**src/rtl/fifo_pkg.sv**
```systemverilog
// Shared types and constants for the sync_fifo read-side drain path.
// Occupancy encoding of the 2-slot output buffer plus the FIFO read latency it absorbs.
package fifo_pkg;

  localparam int FIFO_WIDTH  = 8;
  localparam int FIFO_DEPTH  = 16;
  localparam int FIFO_RD_LAT = 1;

  typedef enum logic [1:0] {
    OCC_EMPTY = 2'd0,
    OCC_ONE   = 2'd1,
    OCC_TWO   = 2'd2
  } occ_t;

  // Buffer slots committed after this edge: held words plus the returning read, minus the pop.
  function automatic logic [2:0] occ_level(input occ_t occ, input logic inflight, input logic pop);
    return {1'b0, occ} + {2'b00, inflight} - {2'b00, pop};
  endfunction

endpackage

```
**src/rtl/fifo_rd_stream_if.sv**
```systemverilog
// FIFO read port plus valid/ready output stream of the drainer.
// master = drainer side, slave = FIFO and consumer side.
interface fifo_rd_stream_if
  import fifo_pkg::*;
#(
  parameter int WIDTH = FIFO_WIDTH
);

  logic             fifo_empty;
  logic [WIDTH-1:0] fifo_data;
  logic             fifo_rd_enable;
  logic             m_valid;
  logic [WIDTH-1:0] m_data;
  logic             m_ready;

  modport master (
    input  fifo_empty,
    input  fifo_data,
    input  m_ready,
    output fifo_rd_enable,
    output m_valid,
    output m_data
  );

  modport slave (
    output fifo_empty,
    output fifo_data,
    output m_ready,
    input  fifo_rd_enable,
    input  m_valid,
    input  m_data
  );

endinterface

```
**src/rtl/fifo_rd_skid.sv**
```systemverilog
// Two-slot HEAD/SKID output buffer; a pushed word is visible on head the cycle after the push edge.
// Holds head stable while stalled; caller must never push into a full buffer without popping.
module fifo_rd_skid
  import fifo_pkg::*;
#(
  parameter int WIDTH = FIFO_WIDTH
) (
  input  logic             clk,
  input  logic             reset,
  input  logic             push,
  input  logic [WIDTH-1:0] push_data,
  input  logic             pop,
  output logic [WIDTH-1:0] head,
  output logic             valid,
  output occ_t             occ
);

  logic [WIDTH-1:0] skid;
  logic             pop_ok;

  assign pop_ok = pop && valid;

  always_ff @(posedge clk or negedge reset) begin
    if (!reset) begin
      occ   <= OCC_EMPTY;
      head  <= '0;
      skid  <= '0;
      valid <= 1'b0;
    end else begin
      case (occ)
        OCC_EMPTY: begin
          if (push) begin
            head  <= push_data;
            valid <= 1'b1;
            occ   <= OCC_ONE;
          end
        end
        OCC_ONE: begin
          if (push && !pop_ok) begin
            skid <= push_data;
            occ  <= OCC_TWO;
          end else if (push && pop_ok) begin
            head <= push_data;
          end else if (pop_ok) begin
            valid <= 1'b0;
            occ   <= OCC_EMPTY;
          end
        end
        OCC_TWO: begin
          // Push without pop cannot happen here; the issue logic reserves a slot per read.
          if (pop_ok) begin
            head <= skid;
            if (push) begin
              skid <= push_data;
            end else begin
              occ <= OCC_ONE;
            end
          end
        end
        default: begin
          occ   <= OCC_EMPTY;
          valid <= 1'b0;
        end
      endcase
    end
  end

endmodule

```
**src/rtl/fifo_rd_stream.sv**
```systemverilog
// Drains sync_fifo onto a valid/ready stream; 2-edge latency from FIFO non-empty to m_valid, 1 word/cycle.
// Reads only when a buffer slot is reserved for the returning word, so m_ready low stalls reads after 2 words.
module fifo_rd_stream
  import fifo_pkg::*;
#(
  parameter int WIDTH = FIFO_WIDTH,
  parameter int CNT_W = 16
) (
  input  logic              clk,
  input  logic              reset,
  input  logic              en,
  fifo_rd_stream_if.master  bus,
  output logic [CNT_W-1:0]  xfer_count
);

  logic       inflight;
  logic       pop;
  logic       rd_accept;
  logic [2:0] level;
  occ_t       occ;

  assign pop   = bus.m_valid && bus.m_ready;
  assign level = occ_level(occ, inflight, pop);

  // Combinational from m_ready so a same-cycle pop frees a slot for the next read.
  assign bus.fifo_rd_enable = reset && en && !bus.fifo_empty && (level < 3'd2);
  assign rd_accept          = bus.fifo_rd_enable && !bus.fifo_empty;

  always_ff @(posedge clk or negedge reset) begin
    if (!reset) begin
      inflight   <= 1'b0;
      xfer_count <= '0;
    end else begin
      inflight <= rd_accept;
      if (pop) begin
        xfer_count <= xfer_count + 1'b1;
      end
    end
  end

  fifo_rd_skid #(
    .WIDTH (WIDTH)
  ) u_skid (
    .clk       (clk),
    .reset     (reset),
    .push      (inflight),
    .push_data (bus.fifo_data),
    .pop       (pop),
    .head      (bus.m_data),
    .valid     (bus.m_valid),
    .occ       (occ)
  );

endmodule
```
**src/flat_wrapper.sv**
```systemverilog
// flat-port wrapper written by rule: the top's interface ports become plain ports
module fifo_rd_stream_flat import fifo_pkg::*;
#(
  parameter int WIDTH = FIFO_WIDTH,
  parameter int CNT_W = 16
)
  (clk, reset, en, xfer_count, bus_fifo_empty, bus_fifo_data, bus_m_ready, bus_fifo_rd_enable, bus_m_valid, bus_m_data);
  fifo_rd_stream_if #(.WIDTH(WIDTH)) bus_i ();
  input  logic clk;
  input  logic reset;
  input  logic en;
  output logic [CNT_W-1:0] xfer_count;
  input wire logic [$bits(bus_i.fifo_empty)-1:0] bus_fifo_empty;
  input wire logic [$bits(bus_i.fifo_data)-1:0] bus_fifo_data;
  input wire logic [$bits(bus_i.m_ready)-1:0] bus_m_ready;
  output wire logic [$bits(bus_i.fifo_rd_enable)-1:0] bus_fifo_rd_enable;
  output wire logic [$bits(bus_i.m_valid)-1:0] bus_m_valid;
  output wire logic [$bits(bus_i.m_data)-1:0] bus_m_data;
  assign bus_i.fifo_empty = bus_fifo_empty;
  assign bus_i.fifo_data = bus_fifo_data;
  assign bus_i.m_ready = bus_m_ready;
  assign bus_fifo_rd_enable = bus_i.fifo_rd_enable;
  assign bus_m_valid = bus_i.m_valid;
  assign bus_m_data = bus_i.m_data;
  fifo_rd_stream #(.WIDTH(WIDTH), .CNT_W(CNT_W)) u_core (.clk(clk), .reset(reset), .en(en), .bus(bus_i), .xfer_count(xfer_count));
endmodule
```
**config.mk**
```make
export PLATFORM = sky130hd
export DESIGN_NAME = fifo_rd_stream_flat
export DESIGN_NICKNAME = d
export VERILOG_FILES = /design/src/rtl/fifo_pkg.sv /design/src/rtl/fifo_rd_stream_if.sv /design/src/rtl/fifo_rd_skid.sv /design/src/rtl/fifo_rd_stream.sv /design/src/flat_wrapper.sv
export SDC_FILE = /design/constraint.sdc
export NUM_CORES = 1
export LEC_CHECK = 0
export BUFFER_PORTS_ARGS = -buffer_cell sky130_fd_sc_hd__buf_2
export CAP_MARGIN = 25
export CORE_ASPECT_RATIO = 1.25
export CORE_MARGIN = 4
export CORE_UTILIZATION = 53
export CTS_CLUSTER_SIZE = 40
export DETAILED_ROUTE_END_ITERATION = 6
export PLACE_DENSITY = 0.86
export SYNTH_ARGS = -nofsm -noshare
export SYNTH_HDL_FRONTEND = slang
export SYNTH_SLANG_ARGS = --single-unit
export TNS_END_PERCENT = 100
```
**constraint.sdc**
```tcl
create_clock -name clk -period 2.5 [get_ports clk]
set_clock_uncertainty 0.05 [all_clocks]
set_input_delay 0.5 -clock clk [delete_from_list [all_inputs] [get_ports clk]]
set_output_delay 0.5 -clock clk [all_outputs]
set_load 0.05 [all_outputs]
```
* Word-level counts from Yosys, hierarchy flattened
Cells that the tools add are included.
Operators by class: magnitude comparators 1, shifts and indexed selects 0, divide/modulo/power cells 0, $add $sub $neg 3, multiply operators 0, reductions and logical operators 17, bitwise gates (word level) 1, eq/ne operators 13, muxes and demuxes 20
Operators by type and width (count):
- 8-bit 2-to-1 mux | 6
- 8-bit one-hot mux with 3 select lines | 1
- 16-bit by 1-bit adder with 16-bit output, second input constant | 1
- 8-bit one-hot mux with 2 select lines | 1
- 5-bit AND reduction | 3
- 2-bit inequality test, second input constant | 7
- 2-bit 2-to-1 mux | 6
- 1-bit logical AND | 8
- 3-bit inequality test, second input constant | 2
- 2-bit one-hot mux with 3 select lines | 1
- 1-bit 2-to-1 mux | 4
- 2-bit by 1-bit inequality test with 1-bit output, second input constant | 2
- 4-bit AND reduction | 1
- 2-bit by 1-bit adder with 3-bit output | 1
- 3-bit by 2-bit less-than comparator with 1-bit output, second input constant | 1
- 1-bit one-hot mux with 3 select lines | 1
- 3-bit nonzero test | 1
- 3-bit by 1-bit subtractor with 3-bit output | 1
- 2-bit by 1-bit equality test with 1-bit output, second input constant | 1
- 2-bit equality test, second input constant | 1
- 1-bit zero test | 2
- 2-bit zero test | 1
- 2-bit nonzero test | 1
- 1-bit NOT | 1
Word-level totals: bits of input ports 13, memories kept 0, bits in latches 0, RAM bits 0, output and inout port bits 26, ROM bits 0, flip-flop bits (word level) 36

* Depth between registers and ports, before layout
Gate-level depths: netlist of run 1.
word-level depth 6, depth in mapped cells 7, gate-level depth less buffers 7

* Modules after synthesis
Synthesis of run 1 repeated with hierarchy kept, for this count alone.
Second synthesis, totals: cells, all modules 133, area total of the unflattened synthesis 1706.6 um^2
Modules (own cells, without submodules):
- fifo_rd_skid | area an instance 904.6 um^2, sequential area each 475.5 um^2, cells an instance 62, instances 1
- fifo_rd_stream | area an instance 802.0 um^2, sequential area each 425.4 um^2, cells an instance 71, instances 1

* Worst setup path before layout of run 1
Ideal clock, no wire load.
path type reg2out, start reg u_core.u_skid.valid, end out bus_fifo_rd_enable, path slack -0.530 ns, cell stages (with the launch flop) 7, data arrival time 2.480 ns, path through dfrtp_1 -> nand2_4 -> ha_1 -> nand2_1 -> fa_1 -> nand4b_1 -> nor2_1
On the way: word-level cells in the longest chain between the ends 4
Ends and longest elaborated chain:
- start: declaration | RTL line fifo_rd_skid.sv:14 | output logic valid,
- start signal: assignment | RTL line fifo_rd_skid.sv:28 | valid <= 1'b0;
- start signal: assignment | RTL line fifo_rd_skid.sv:34 | valid <= 1'b1;
- start signal: assignment | RTL line fifo_rd_skid.sv:45 | valid <= 1'b0;
- 1-bit logical AND | RTL line fifo_rd_stream.sv:22 | assign pop = bus.m_valid && bus.m_ready;
- 3-bit by 1-bit subtractor with 3-bit output | RTL line fifo_pkg.sv:17 | return {1'b0, occ} + {2'b00, inflight} - {2'b00, pop};
- 3-bit by 2-bit less-than comparator with 1-bit output | RTL line fifo_rd_stream.sv:26 | assign bus.fifo_rd_enable = reset && en && !bus.fifo_empty && (level < 3'd2);
- 1-bit logical AND | RTL line fifo_rd_stream.sv:26
- end: declaration | RTL line flat_wrapper.sv:16 | output wire logic [$bits(bus_i.fifo_rd_enable)-1:0] bus_fifo_rd_enable;
Every way passes these cells.

* Worst setup path in the final report of run 1
Same ends and word-level chain as after synthesis.

==> flow_metrics.tcl, run 1 <==
set metrics [dict create \
    status "finished, violations left" \
    failed_checks "setup timing" \
    vias 1218 \
    avgRoutedWirePerCell_um 14.8 \
    cp.arrival_ns 2.07 \
    clockBufferDepth 2 \
    cpPeakStageDelay_ns 0.50 \
    peakVddDrop_mv 0.748 \
    nets 207 \
    path_buf_inv 1 \
    path_delay_family "adder cells" \
    drtPass1Iterations 4 \
    cts_buffers 5 \
    cts_hold_buf 0 \
    synth_top_area_share_pct 51.6 \
    synth_area_um2 1740 \
    synth_seq_cells 36 \
    initial_utilization_pct 54.6 \
    grt_pass1_wl_um 5680 \
    ys_seq_area_share_pct 51.6 \
    syn_inst 137 \
    crit_fanout 4 \
    grt_usage_pct 17.9 \
    die_w_um 59.3 \
    crit_slowest_cell "fa_1" \
    worst_slack_ns -0.118 \
    crit_chain "nand2_4 > ha_4 > nand2_2 > fa_1 > nand4b_1 > nor2_4 > buf_6" \
    synth_area_per_cell_um2 12.7 \
    drv_cap 0 \
    leakage_nw 1.05 \
    min_path_type "primary input to async pin" \
    syn_nets 156 \
    dieArea_um2 4280 \
    synth_top_area_cell "dfrtp_1" \
    instances_no_fill 226 \
    cts_htree_levels 2 \
    multi_input_area_um2 852 \
    regArea_um2 902 \
    rsz0062_at_grt "true" \
    start_kind "register" \
    io_pins 39 \
    slew_headroom_pct 70.8 \
    clkTransAtPathRegs_ns 0.07 \
    rows 23 \
    drtIter0Drc 27 \
    hpwl_um 2570 \
    drc_errors 0 \
    worstSetupPathType "register to output pin" \
    post_cts.repair.setup_buffers 0 \
    synth.distinct_cells 33 \
    portBuffers 38 \
    dpl_cell_area_um2 2050 \
    antenna_cells 0 \
    grt_pass1_vias 1276 \
    clock.fmax_ghz 0.382 \
    grt_max_degree 37 \
    clockRootBuffer "clkbuf_8" \
    final_period_minus_worst_setup_slack_ns 2.62 \
    min_period_over_period_pct 105 \
    worstMarginPinSlew_ns 0.438 \
    vias_per_cell 5.39 \
    finalSetupViolCount 1 \
    ant_nets 0 \
    place_congestion 0.836 \
    finish.utilization_pct 68.4 \
    stdcell_area_um2 2190 \
    crit_path_end_kind "output pin" \
    drv_slew 0 \
    power_density_nw_per_um2 1170 \
    drive_gt1_share_pct 49.7 \
    ys_warn_count 0 \
    cp.required_ns 1.95 \
    finalHoldViolCount 0 \
    fill_cells 224 \
    clock_latency_ns 0.29 \
    overflow 0 \
    synthTopCellsByArea "dfrtp_1 52%, mux2_2 15%, xnor2_1 6.0%" \
    die_h_um 72.1 \
    core_um2 3190 \
    dp.cells 218 \
    totalWireLength_um 3340 \
    cts_tree "built" \
    area_growth_pct 25.3 \
    antenna_found_initial 0 \
    numClockSinks 36 \
    setup-tns-final_ns -0.118 \
]
-- per-layer routing --
| metal | share of wire (%) | GRT usage [%] | wire length, um |
|---|---|---|---|
| met1 | 38 | 18.6 | 1260 |
| met2 | 56 | 32.0 | 1870 |
| met3 | 4.6 | 5.34 | 153 |
| met4 | 1.9 | 8.82 | 64 |
| met5 | 0 | 0 | 0 |
-- layout make-up --
class / instances / share of cell area (%)
multi-input combinational: 96 / 39.0
timing repair buffer: 47 / 12.1
clock inverter: 3 / 1.95
tap: 37 / 2.12
inverter: 2 / 0.458
sequential: 36 / 41.3
clock buffer: 5 / 3.15
-- layout by cell type (no fill, tap or decap), types with 2 or more instances in the layout --
| master | count |
|---|---|
| buf_4 | 9 |
| xnor2_1 | 12 |
| nand2_1 | 10 |
| nand4_1 | 4 |
| dfrtp_1 | 35 |
| nand3_1 | 4 |
| mux2_2 | 24 |
| nor2_1 | 6 |
| xor2_1 | 4 |
| clkbuf_8 | 5 |
| and3_1 | 3 |
| ha_4 | 2 |
| ha_1 | 3 |
| and4_1 | 2 |
| buf_2 | 37 |
| o21ai_0 | 4 |
-- cells by family (layout without fill, tap and decap cells) --
kind of cell,after synthesis,in the layout,synth area share (%)
AOI/OAI and AO/OA,8,8,4.23
xor gates and xnor gates,16,16,8.03
muxes,25,25,16.1
and+or+nand+nor,41,41,13.7
DFF,36,36,51.6
adders and majority gates,6,6,4.73
buffers and inverters,5,57,1.51
-- cell usage after synthesis --
library cell and n:
and2b_1 1, o21ai_4 1, nand2b_1 1, a21oi_4 1, buf_4 1, and4_1 2
a211oi_2 1, nand2_1 11, nand3_4 1, nand3b_1 1, inv_4 1, nand3_1 4
nand2_4 1, buf_2 1, mux2_2 24, and3_1 3, nand4_1 4, nor3_2 1
or2_2 1, nor2b_2 1, xnor2_1 12, nor2b_1 1, nand4b_1 1, inv_1 1
xor2_1 4, dfrtp_1 36, o31a_1 1, o21ai_0 4, fa_1 1, buf_1 1
mux2_1 1, nor2_1 7, ha_1 5
-- worst paths after layout --
kind	start	endpoint	slack (ns)	cells past startpoint
setup / recovery	u_core.u_skid.valid	bus_fifo_rd_enable	-0.12	7
hold / removal	reset	u_core.xfer_count[1]	0.19	2
setup reg to reg	u_core.u_skid.valid	u_core.u_skid.head[6]	0.65	7
hold reg to reg	u_core.xfer_count[15]	u_core.xfer_count[15]	0.43	1
max in group asynchronous	reset	u_core.u_skid.valid	1.88	2
min in group clk	bus_fifo_data[1]	u_core.u_skid.skid[1]	0.40	2
-- power breakdown --
| group | internal, mW | switching (mW) |
|---|---|---|
| Clock | 0.295 | 0.211 |
| Sequential | 0.778 | 0.136 |
| Combinational | 0.385 | 0.742 |
| Total | 1.46 | 1.09 |
-- through the flow --
step | hold WS (ns) | worst slack [ns] | power (mW)
after floorplan | 0.154 | 0.00775 | 1.74
after CTS | 0.210 | -0.142 | 2.57
after global routing | 0.238 | -0.212 | 2.68
final | 0.192 | -0.118 | 2.55
after detailed placement | 0.419 | -0.184 | 2.05
after global placement | 0.405 | -0.0619 | 1.99
-- flip-flops by register name, indices dropped and copies added (netlist names) --
name and count:
u_core.xfer_count 16, u_core.u_skid.occ 2, u_core.inflight 1, u_core.u_skid.valid 1, u_core.u_skid.head 8, u_core.u_skid.skid 8
-- repair_timing --
item / CTS / global route
setup endpoints to repair: 1 / 1
gates cloned: 0 / 0
pin swaps: 1 / 0
hold endpoints to repair: 0 / 0
resized for setup: 5 / 1
Power figures use the tool's default switching activity.
==> run 2: changes to the inputs <==
ABC_AREA = 1   (was not set)
CORE_UTILIZATION = 54   (was 53)
PLACE_DENSITY = 0.87   (was 0.86)
==> flow_metrics.tcl, run 2 <==
set metrics [dict create \
    synthTopCellsByArea "dfrtp_1 48%, nand2_1 21%, nand3_1 6.1%" \
    clock_latency_ns 0.29 \
    top_register "u_core.xfer_count" \
    cp.arrival_ns 2.14 \
    slew_headroom_pct 70.2 \
    start_kind "register" \
    totalWireLength_um 3950 \
    instances_no_fill 328 \
    largestRegisters "u_core.xfer_count: 16 flops, u_core.u_skid.head: 8 flops, u_core.u_skid.skid: 8 flops" \
    drive_gt1_share_pct 26.5 \
    final_period_minus_worst_setup_slack_ns 2.69 \
    nets 309 \
    syn_inst 235 \
    avgRoutedWirePerCell_um 12.0 \
    clkTransAtPathRegs_ns 0.07 \
    drv_cap 0 \
    core_um2 3280 \
    final_common_cell "nand2_1" \
    rows 23 \
    synth_edf_count 0 \
    grt_pass1_wl_um 6940 \
    grt_usage_pct 20.6 \
    crit_fanout 4 \
    die_h_um 73.8 \
    reg2reg_slack_ns 0.57 \
    die_w_um 60.7 \
    failed_checks "setup timing" \
    cts_htree_levels 2 \
    synth.distinct_cells 24 \
    rsz0062_at_grt "true" \
    grt_pass1_vias 1634 \
    grt_max_degree 37 \
    drv_slew 0 \
    peakVddDrop_mv 0.813 \
    worst_slack_ns -0.190 \
    drtPass1Iterations 4 \
    crit_slowest_cell "fa_1" \
    ys.flop_type "dfrtp_1" \
    async_flop_share_pct 100 \
    finalSetupViolCount 1 \
    synth_area_um2 1870 \
    largest_register_ffs 16 \
    status "finished, violations left" \
    vias_per_cell 5.10 \
    hpwl_um 2900 \
    finalHoldViolCount 0 \
    numClockSinks 36 \
    portBuffers 38 \
    synthTopCellsByCount "103 x nand2_1, 36 x dfrtp_1, 23 x nand3_1" \
    synth_top_area_cell "dfrtp_1" \
    clock.fmax_ghz 0.372 \
    crit_chain "nand2_4 > ha_4 > nand2_2 > fa_1 > nand2_2 > nor4b_4 > buf_6" \
    place_congestion 0.833 \
    ant_nets 0 \
    min_path_type "primary input to async pin" \
    overflow 0 \
    min_period_over_period_pct 108 \
    synthMostInstantiatedCell "nand2_1" \
    cpMostUsedCell "nand2_2" \
    dieArea_um2 4480 \
    clockBufferDepth 2 \
    cpPeakStageDelay_ns 0.52 \
    antenna_cells 0 \
    clockRootBuffer "clkbuf_8" \
    final_cell_mix "100 x nand2_1, 37 x buf_2, 35 x dfrtp_1, 23 x nand3_1" \
    drc_errors 0 \
    ys_warn_count 0 \
    io_pins 39 \
    worstMarginPinSlew_ns 0.447 \
    initial_utilization_pct 57.1 \
    synth_area_per_cell_um2 7.97 \
    power_density_nw_per_um2 1070 \
    drtIter0Drc 93 \
    dp.cells 317 \
    crit_path_end_kind "output pin" \
    ys_seq_area_share_pct 48.1 \
    leakage_nw 1.28 \
    antenna_found_initial 0 \
    cts_buffers 5 \
    synth_top_area_share_pct 48.1 \
    post-place-ws_ns -0.209 \
    syn_nets 254 \
    cts_tree "built" \
    vias 1672 \
    worstSetupPathType "register to output pin" \
    synth_seq_cells 36 \
    area_growth_pct 24.5 \
    cp.required_ns 1.95 \
]
## run 2: cell types whose count changed after synthesis, moves of 6 or more
| cell | before | now |
|---|---|---|
| nand3_1 | 4 | 23 |
| inv_1 | 1 | 15 |
| mux2_2 | 24 | 0 |
| nor2_1 | 7 | 13 |
| nand2_1 | 11 | 103 |
| xnor2_1 | 12 | 4 |
## run 2: report_power, final
part / switching [mW] / total [mW] / internal (mW) / leakage (nW)
combinational: 0.805 / 1.13 / 0.324 / 0.774
clock: 0.212 / 0.436 / 0.224 / 0.0445
sequential: 0.146 / 0.917 / 0.772 / 0.457
total: 1.16 / 2.48 / 1.32 / 1.28
## run 2: cell type report
| cell class | instances | area, um^2 |
|---|---|---|
| Tap cell | 37 | 46.3 |
| Timing Repair Buffer | 50 | 287 |
| Clock buffer | 7 | 86.3 |
| Sequential cell | 36 | 902 |
| Clock inverter | 1 | 7.51 |
| Inverter | 18 | 67.6 |
| Multi-Input combinational cell | 179 | 933 |
| Fill cell | 257 | 951 |
## run 2: repair_timing
item / in CTS / in global routing
setup endpoints to repair: 1 / 1
hold buffers: 0 / 0
resized for setup: 6 / 2
pin swaps: 4 / 4
buffers inserted: 1 / 2
## run 2: worst paths after layout
path                                       start                     to  depth (start not counted)
setup / recovery             u_core.u_skid.valid     bus_fifo_rd_enable                          7
min in group clk                  bus_fifo_empty        u_core.inflight                          2
hold / removal                             reset    u_core.u_skid.valid                          2
hold reg to reg            u_core.u_skid.head[7]  u_core.u_skid.head[7]                          2
max in group asynchronous                  reset    u_core.u_skid.valid                          2
setup reg to reg             u_core.u_skid.valid  u_core.xfer_count[14]                         11
## run 2: per-layer routing
| layer | GRT usage, % | routed length [um] | vias to the layer above |
|---|---|---|---|
| li1 | - | - | 850 |
| met1 | 23.2 | 1620 | 778 |
| met2 | 35.8 | 2060 | 39 |
| met3 | 4.22 | 229 | 5 |
| met4 | 10.4 | 47 | 0 |
| met5 | 0 | 0 | - |
## run 2: worst max-delay path, delay by kind of cell (launching register included)
kind	cells	cell delay [ns]
adder cells (fa/ha/maj)	2	0.78
flip-flops	1	0.39
buffers and inverters	1	0.19
AND/OR/NAND/NOR	4	0.49
## run 2: stage by stage
step	power, mW	setup TNS [ns]	instance area [um^2]	util (%)	hold WS [ns]
global placement	1.98	-0.177	2180	66.6	0.402
CTS	2.50	-0.209	2310	70.6	0.241
global route	2.67	-0.300	2330	71.0	0.259
finish	2.48	-0.190	2330	71.0	0.221
floorplan	1.73	-0.417	1900	-	0.154
detailed placement	2.02	-0.209	2180	66.6	0.408
## run 2: logic make-up after synthesis
kind of cell             Yosys count  synth area share, %
AND/OR/NAND/NOR                  153                 34.5
flip-flops                        36                 48.1
buffers and inverters             20                 4.28
XOR/XNOR                          11                 5.15
AO/OA/AOI/OAI                      9                 3.54
adder cells (fa/ha/maj)            6                 4.41
==> run 3: changes to the inputs <==
CORE_ASPECT_RATIO = not set   (was 1.25)
==> flow_metrics.tcl, run 3 (same netlist as run 2, synthesis figures left out) <==
set metrics [dict create \
    status "finished, violations left" \
    failed_checks "setup timing" \
    setup-tns-final_ns -0.292 \
    instances_no_fill 338 \
    finalSetupViolCount 1 \
    cts_hold_buf 0 \
    rows 21 \
    largest_register_ffs 16 \
    drv_slew 0 \
    worstMarginPinSlew_ns 0.451 \
    vias 1709 \
    cpPeakStageDelay_ns 0.52 \
    drc_errors 0 \
    nets 310 \
    drv_cap 0 \
    final_period_minus_worst_setup_slack_ns 2.79 \
    final_common_cell "nand2_1" \
    drtPass1Iterations 4 \
    dpl_cell_area_um2 2200 \
    core_um2 3340 \
    place_congestion 0.807 \
    worst_slack_ns -0.292 \
    cts_htree_levels 2 \
    numClockSinks 36 \
    drtIter0Drc 118 \
    power_density_nw_per_um2 1050 \
    ant_nets 0 \
    r2r-start "u_core.u_skid.valid" \
    final_cell_mix "100 x nand2_1, 37 x buf_2, 35 x dfrtp_1, 23 x nand3_1" \
    area_growth_pct 25.1 \
    antenna_cells 0 \
    clkTransAtPathRegs_ns 0.11 \
    grt_usage_pct 20.3 \
    fill_cells 261 \
    clock_latency_ns 0.34 \
    top_register "u_core.xfer_count" \
    grt_pass1_wl_um 6890 \
    die_w_um 66.9 \
    crit_fanout 3 \
    cp.arrival_ns 2.24 \
    post-place-ws_ns -0.250 \
    slew_headroom_pct 70.0 \
    initial_utilization_pct 56.1 \
    vias_per_cell 5.06 \
    clock.fmax_ghz 0.358 \
    avgRoutedWirePerCell_um 12.5 \
    p_total_mw 2.46 \
    timing.rr.end "u_core.u_skid.head[1]" \
    hpwl_um 3020 \
    reg2reg_slack_ns 0.41 \
    largestRegisters "u_core.xfer_count: 16 flops, u_core.u_skid.head: 8 flops, u_core.u_skid.skid: 8 flops" \
    finalHoldViolCount 0 \
    rsz0062_at_grt "true" \
    crit_path_end_kind "output pin" \
    grt_max_degree 37 \
    worstSetupPathType "register to output pin" \
    path_delay_family "adder cells" \
    clockBufferDepth 2 \
    peakVddDrop_mv 0.459 \
    path_buf_inv 2 \
    totalWireLength_um 4230 \
    crit_chain "inv_2 > ha_4 > nand2_2 > fa_1 > nand2_2 > nor4b_4 > buf_6" \
    stdcell_area_um2 2340 \
    rr_worst_depth 11 \
    min_path_type "primary input to async pin" \
    grt_pass1_vias 1621 \
    cts_tree "built" \
    die_h_um 66.9 \
    overflow 0 \
    min_period_over_period_pct 112 \
    cpMostUsedCell "nand2_2" \
    dp.cells 326 \
    clockRootBuffer "clkbuf_4" \
    portBuffers 38 \
    antenna_found_initial 0 \
    io_pins 39 \
    crit_slowest_cell "fa_1" \
    cp.required_ns 1.95 \
    drive_gt1_share_pct 26.7 \
    dieArea_um2 4470 \
    start_kind "register" \
    leakage_nw 1.28 \
    cts_buffers 5 \
]
-- run 3: per-layer routing --
| metal | track usage (%) | vias up | routed length (um) |
|---|---|---|---|
| li1 | - | 852 | - |
| met1 | 23.4 | 790 | 1800 |
| met2 | 36.8 | 57 | 2130 |
| met3 | 4.22 | 10 | 233 |
| met4 | 7.09 | 0 | 55 |
| met5 | 0 | - | 0 |
-- run 3: final cells by class --
| cell class | count | area [um^2] | share of cell area (%) |
|---|---|---|---|
| multi-input combinational | 179 | 943 | 40.3 |
| sequential | 36 | 902 | 38.5 |
| timing repair buffer | 51 | 294 | 12.6 |
| inverter | 18 | 67.6 | 2.89 |
| tap | 46 | 57.6 | 2.46 |
| clock buffer | 6 | 41.3 | 1.76 |
| clock inverter | 2 | 35.0 | 1.50 |
-- run 3: worst max-delay path by stage --
stage                     slack (ns)                 end  cells after the start           startpoint
after detailed placement       -0.25  bus_fifo_rd_enable                      8          bus_m_ready
after global placement         -0.18  bus_fifo_rd_enable                      8          bus_m_ready
final                          -0.29  bus_fifo_rd_enable                      7      u_core.inflight
after CTS                      -0.30  bus_fifo_rd_enable                      7  u_core.u_skid.valid
after floorplan                -0.42  bus_fifo_rd_enable                      7  u_core.u_skid.valid
after global routing           -0.35  bus_fifo_rd_enable                      7      u_core.inflight
-- run 3: report_power, final --
| group | total (mW) | switching (mW) | internal (mW) |
|---|---|---|---|
| Combinational | 1.14 | 0.810 | 0.327 |
| Sequential | 0.915 | 0.145 | 0.770 |
| Clock | 0.409 | 0.199 | 0.210 |
-- run 3: timing repair --
| action | 4_1_cts | 5_1_grt |
|---|---|---|
| endpoints found under the hold margin | 0 | 0 |
| endpoints found under the setup margin | 1 | 1 |
| pin swaps | 4 | 4 |
| setup buffers | 2 | 2 |
| gates resized for setup | 6 | 3 |
-- run 3: stage by stage --
stage | hold slack, ns | utilization [%]
6_report | 0.172 | 70.2
2_1_floorplan | 0.154 | -
3_3_place_gp | 0.401 | 65.8
4_1_cts | 0.185 | 69.3
5_1_grt | 0.197 | 70.2
3_5_place_dp | 0.405 | 65.8
